### src/rtl/alu_op_sequencer.sv
// Control stage in front of a combinational 16-bit ALU: one instruction per 4 cycles, small register file.
// Optional condition flags are built only when ALU_SEQ_FLAGS_EN is defined; otherwise the flags are tied to 0.
module alu_op_sequencer #(
  parameter int WIDTH = 16,
  parameter int NREGS = 4,
  localparam int AW = $clog2(NREGS)
) (
  input  logic             clk,
  input  logic             rst,
  input  logic             in_valid,
  output logic             in_ready,
  input  logic [1:0]       in_op,
  input  logic             in_use_imm,
  input  logic [WIDTH-1:0] in_imm,
  input  logic [AW-1:0]    in_rs1,
  input  logic [AW-1:0]    in_rs2,
  input  logic [AW-1:0]    in_rd,
  output logic [WIDTH-1:0] alu_a,
  output logic [WIDTH-1:0] alu_b,
  output logic [1:0]       alu_sel,
  input  logic [WIDTH-1:0] alu_result,
  output logic             done,
  output logic [WIDTH-1:0] done_data,
  input  logic [AW-1:0]    dbg_addr,
  output logic [WIDTH-1:0] dbg_data,
  output logic             flag_z,
  output logic             flag_n,
  output logic             flag_c
);

  typedef enum logic [1:0] {
    S_IDLE = 2'd0,
    S_READ = 2'd1,
    S_EXEC = 2'd2,
    S_WB   = 2'd3
  } state_t;

  state_t           state_q, state_d;
  logic [1:0]       op_q, op_d;
  logic             use_imm_q, use_imm_d;
  logic [WIDTH-1:0] imm_q, imm_d;
  logic [AW-1:0]    rs1_q, rs1_d;
  logic [AW-1:0]    rs2_q, rs2_d;
  logic [AW-1:0]    rd_q, rd_d;
  logic [WIDTH-1:0] alu_a_q, alu_a_d;
  logic [WIDTH-1:0] alu_b_q, alu_b_d;
  logic [1:0]       alu_sel_q, alu_sel_d;
  logic [WIDTH-1:0] result_q, result_d;
  logic             done_q, done_d;
  logic [WIDTH-1:0] done_data_q, done_data_d;
  logic             in_ready_q, in_ready_d;
  logic [WIDTH-1:0] rf_q [NREGS];
  logic [WIDTH-1:0] rf_d [NREGS];

  always_comb begin
    state_d     = state_q;
    op_d        = op_q;
    use_imm_d   = use_imm_q;
    imm_d       = imm_q;
    rs1_d       = rs1_q;
    rs2_d       = rs2_q;
    rd_d        = rd_q;
    alu_a_d     = alu_a_q;
    alu_b_d     = alu_b_q;
    alu_sel_d   = alu_sel_q;
    result_d    = result_q;
    done_d      = 1'b0;
    done_data_d = done_data_q;
    rf_d        = rf_q;
    case (state_q)
      S_IDLE: begin
        if (in_valid) begin
          op_d      = in_op;
          use_imm_d = in_use_imm;
          imm_d     = in_imm;
          rs1_d     = in_rs1;
          rs2_d     = in_rs2;
          rd_d      = in_rd;
          state_d   = S_READ;
        end else begin
          state_d = S_IDLE;
        end
      end
      S_READ: begin
        alu_a_d   = use_imm_q ? imm_q : rf_q[rs1_q];
        alu_b_d   = rf_q[rs2_q];
        alu_sel_d = op_q;
        state_d   = S_EXEC;
      end
      S_EXEC: begin
        // done_data is loaded with done so it is valid for the whole pulse
        result_d    = alu_result;
        done_data_d = alu_result;
        done_d      = 1'b1;
        state_d     = S_WB;
      end
      S_WB: begin
        rf_d[rd_q] = result_q;
        state_d    = S_IDLE;
      end
      default: begin
        state_d = S_IDLE;
      end
    endcase
    in_ready_d = (state_d == S_IDLE);
  end

  always_ff @(posedge clk) begin
    if (rst) begin
      state_q     <= S_IDLE;
      op_q        <= 2'b00;
      use_imm_q   <= 1'b0;
      imm_q       <= '0;
      rs1_q       <= '0;
      rs2_q       <= '0;
      rd_q        <= '0;
      alu_a_q     <= '0;
      alu_b_q     <= '0;
      alu_sel_q   <= 2'b00;
      result_q    <= '0;
      done_q      <= 1'b0;
      done_data_q <= '0;
      in_ready_q  <= 1'b1;
      rf_q        <= '{default: '0};
    end else begin
      state_q     <= state_d;
      op_q        <= op_d;
      use_imm_q   <= use_imm_d;
      imm_q       <= imm_d;
      rs1_q       <= rs1_d;
      rs2_q       <= rs2_d;
      rd_q        <= rd_d;
      alu_a_q     <= alu_a_d;
      alu_b_q     <= alu_b_d;
      alu_sel_q   <= alu_sel_d;
      result_q    <= result_d;
      done_q      <= done_d;
      done_data_q <= done_data_d;
      in_ready_q  <= in_ready_d;
      rf_q        <= rf_d;
    end
  end

  assign in_ready  = in_ready_q;
  assign alu_a     = alu_a_q;
  assign alu_b     = alu_b_q;
  assign alu_sel   = alu_sel_q;
  assign done      = done_q;
  assign done_data = done_data_q;
  assign dbg_data  = rf_q[dbg_addr];

`ifdef ALU_SEQ_FLAGS_EN
  logic             flag_z_q, flag_z_d;
  logic             flag_n_q, flag_n_d;
  logic             flag_c_q, flag_c_d;
  logic [WIDTH:0]   carry_sum;

  always_comb begin
    flag_z_d  = flag_z_q;
    flag_n_d  = flag_n_q;
    flag_c_d  = flag_c_q;
    carry_sum = {1'b0, alu_a_q} + {1'b0, alu_b_q};
    if (state_q == S_EXEC) begin
      flag_z_d = (alu_result == '0);
      flag_n_d = alu_result[WIDTH-1];
      case (alu_sel_q)
        2'b01:   flag_c_d = carry_sum[WIDTH];
        2'b10:   flag_c_d = (alu_a_q < alu_b_q);
        default: flag_c_d = 1'b0;
      endcase
    end else begin
      flag_c_d = flag_c_q;
    end
  end

  always_ff @(posedge clk) begin
    if (rst) begin
      flag_z_q <= 1'b0;
      flag_n_q <= 1'b0;
      flag_c_q <= 1'b0;
    end else begin
      flag_z_q <= flag_z_d;
      flag_n_q <= flag_n_d;
      flag_c_q <= flag_c_d;
    end
  end

  assign flag_z = flag_z_q;
  assign flag_n = flag_n_q;
  assign flag_c = flag_c_q;
`else
  assign flag_z = 1'b0;
  assign flag_n = 1'b0;
  assign flag_c = 1'b0;
`endif

endmodule

### config.mk
export PLATFORM = sky130hd
export DESIGN_NAME = alu_op_sequencer
export DESIGN_NICKNAME = d
export VERILOG_FILES = /design/src/rtl/alu_op_sequencer.sv
export SDC_FILE = /design/constraint.sdc
export NUM_CORES = 1
export LEC_CHECK = 0
export ABC_AREA = 1
export BUFFER_PORTS_ARGS = -buffer_cell sky130_fd_sc_hd__buf_2
export CAP_MARGIN = 10
export CELL_PAD_IN_SITES_DETAIL_PLACEMENT = 1
export CELL_PAD_IN_SITES_GLOBAL_PLACEMENT = 2
export CORE_MARGIN = 5
export CORE_UTILIZATION = 31
export CTS_CLUSTER_DIAMETER = 50
export DETAILED_ROUTE_END_ITERATION = 12
export PLACE_DENSITY = 0.86
export SETUP_SLACK_MARGIN = 0.05
export SLEW_MARGIN = 15
export SYNTH_ARGS = -nofsm -noshare
export SYNTH_HDL_FRONTEND = slang
export SYNTH_SLANG_ARGS = --single-unit
### constraint.sdc
create_clock -name clk -period 1.44 [get_ports clk]
set_input_delay 0 -clock clk [delete_from_list [all_inputs] [get_ports clk]]
set_output_delay 0 -clock clk [all_outputs]
set_load 0.05 [all_outputs]
==> metrics.cfg <==
[layout]
drive_gt1_share_pct = 22.4
fin_area_mm2 = 0.00896
area_growth_pct = 34.3
n_antenna_cell = 0
nets = 1166
final.fill_count = 2705

[critical_path]
critPathLaunchType = flip-flop
slowest_stage = dfxtp_2
crit_path_max_incr_delay_ps = 330
crit_type = reg2out
worstReg2RegStart = state_q[0]
cp_cell_sequence = inv_2 -> o21ai_1 -> a21oi_1 -> a21oi_1 -> buf_4
critPathMostFrequentCell = a21oi_1
worst_ep_required_time_ps = 1440
cp.arrival_ps = 1380
cp_max_fo = 3
reg2reg_setup_slack_ps = 90
rr_worst_depth = 6
endpoint_kind = primary output
critPathLaunch = rf_q[46]
endpoint = dbg_data[14]
r2r-end = imm_q[5]

[drt]
detail_route.first_pass.iterations = 4
vias = 7015
initialDrtViolationCount = 393
drc = 0
finalWirelength_um = 25200
wl_per_cell_um = 18.0
ant_nets = 0
vias_per_cell = 5.00

[synth]
synth_cell_type_count = 20
synth-seq-area-share_pct = 42.9
synth_ff_type = dfxtp_1
netlist_area_mm2 = 0.00667
ys_ff_latch = 143
syn_avg_cell_area_um2 = 6.89
synth.yosys.warnings = 0
async_flop_share_pct = 0
synth_edf_count = 0
syn_inst = 968

[placement]
gp_congestion = 0.801
io_buffers = 113
post_dp_cell_area_mm2 = 0.00759
pre_cts_ws_ps = 17.0
hpwlAfterDp_um = 16200

[timing]
setup_viol = 0
finalWorstSetupSlack_ps = 61.6
fin_crit_ps = 1380
finalCritPeriodShare_pct = 95.7
hold_viol = 0
slew_viol_final = 0
rsz0062_at_grt = true
fin_worst_skew_ps = 10.9
clock.fmax_mhz = 725
setup_tns_ps = 0

[clock_tree]
clock-sinks = 143
cts-root-buf = clkbuf_16
cts-htree-levels = 4
path_clk_slew_ps = 60
tritoncts = yes
numCtsBuffers = 17
clk_latency_ps = 430
cts_buffer_depth = 2

[min_path]
min_path_cells = 3
hold_class = in2reg

[floorplan]
die_w_um = 157
core_area_mm2 = 0.0211
die_h_um = 157
die-area_mm2 = 0.0246
initial_core_util_pct = 31.6
rows = 53
pin_count = 117

[job]
cap_viol_max_count = 0

[global_routing]
grt_pass1_wl_um = 38400
grt_max_degree = 59
overflow = 0
grt_pass1_vias = 7040
antenna_found_initial = 0
grt_use_total_pct = 20.0

[power]
ir_worst_vdd_mv = 0.919
p_leak_nw = 3.82
finalPower_w = 0.0161
power.density_mw_per_mm2 = 1800

[run_status]
status = finished clean

## report_power, final
group	leakage, nW	switching [W]	internal, W
combinational	2.33	0.00419	0.00182
sequential	1.17	0.000676	0.00467
clock	0.310	0.00182	0.00295
total	3.82	0.00669	0.00944
## registers in the layout (all words and copies together), names as in the netlist
name,flops
rf_q,64
alu_a,16
alu_b,16
done_data,16
imm_q,16
alu_sel,2
op_q,2
rd_q,2
rs1_q,2
rs2_q,2
state_q,2
done,1
in_ready,1
use_imm_q,1
## how the worst min path moves through the flow
stage	start	endpoint	slack (ps)
floorplan	alu_result[10]	done_data[10]	130
CTS	rst	done	90
finish	rst	done	80
global route	rst	state_q[1]	100
detailed placement	alu_result[6]	done_data[6]	230
global placement	alu_result[7]	done_data[7]	220
## cell families (layout without fill, tap and decap cells)
group,after synthesis,count (layout),share of synthesized area (%)
DFF,143,143,42.9
adders and majority gates,5,5,0.938
AOI/OAI and AO/OA,308,308,23.7
other,1,3,0.0562
buffers and inverters,174,331,11.9
and+or+nand+nor,337,337,20.5
## per-stage QoR
step                hold WS [ps]  instances  utilization [%]
finish                      76.5       1402             42.5
floorplan                    135        970                -
global route                98.0       1402             42.5
global placement             222       1319             36.0
CTS                         87.1       1396             41.7
detailed placement           229       1319             36.0
## critical path, delay by kind of cell, from the launching register on
family | cells | cell delay (ps)
compound gates | 3 | 350
buf+inv | 2 | 270
flops | 1 | 330
## cell usage in the layout (no fill, tap or decap)
master / instances
clkinv_2: 4
bufinv_16: 4
inv_1: 71
clkinv_1: 1
conb_1: 3
a21oi_1: 139
nand2_1: 147
ha_2: 2
clkbuf_8: 1
buf_12: 12
ha_1: 2
dlygate4sd3_1: 42
inv_8: 1
a21oi_2: 13
o21ai_1: 55
dfxtp_1: 126
clkbuf_16: 20
nand2_4: 1
clkinv_4: 4
o21ai_2: 2
o21ai_0: 83
inv_2: 24
dfxtp_2: 16
buf_4: 37
buf_6: 11
buf_2: 97
ha_4: 1
o211ai_1: 16
inv_6: 2
nand3_1: 82
nor2_1: 107
dfxtp_4: 1
## cell usage after synthesis, drive strengths merged, types with 2 or more instances
cell type	n	share of area, %
dfxtp	143	43
o21ai	140	11
buf	61	5.5
o211ai	16	1.8
clkinv	2	0.13
a21oi	152	11
nor2	107	6.0
nand3	82	6.2
ha	5	0.94
inv	96	5.4
nand2	148	8.3
clkbuf	15	0.86
## cell type report
class                   instances  area, um2  area share (%)
flip-flops and latches        143       2890            32.2
clock buffers                  18        439            4.90
inverters                      98        377            4.20
repair buffers                202       1620            18.1
well taps                     275        344            3.84
multi-input cells             653       3100            34.6
clock inverters                13        188            2.09
## routing by layer
layer  vias to the layer above  GRT usage (%)  part of all wire [%]
met4                         0           5.17                   1.2
met5                         -              0                     0
met3                        23           4.18                   4.7
met2                       169           33.1                    47
li1                       3464              -                     -
met1                      3359           26.6                    47
## repair_timing
action                     4_1_cts  5_1_grt
setup endpoints to repair       43       90
gates resized for setup         67       51
hold buffers                    42        0
setup buffers                    4        3
hold endpoints to repair        42        0
pin swaps                       10        9
gates cloned                     0        3
(Power assumes the default switching activity.)
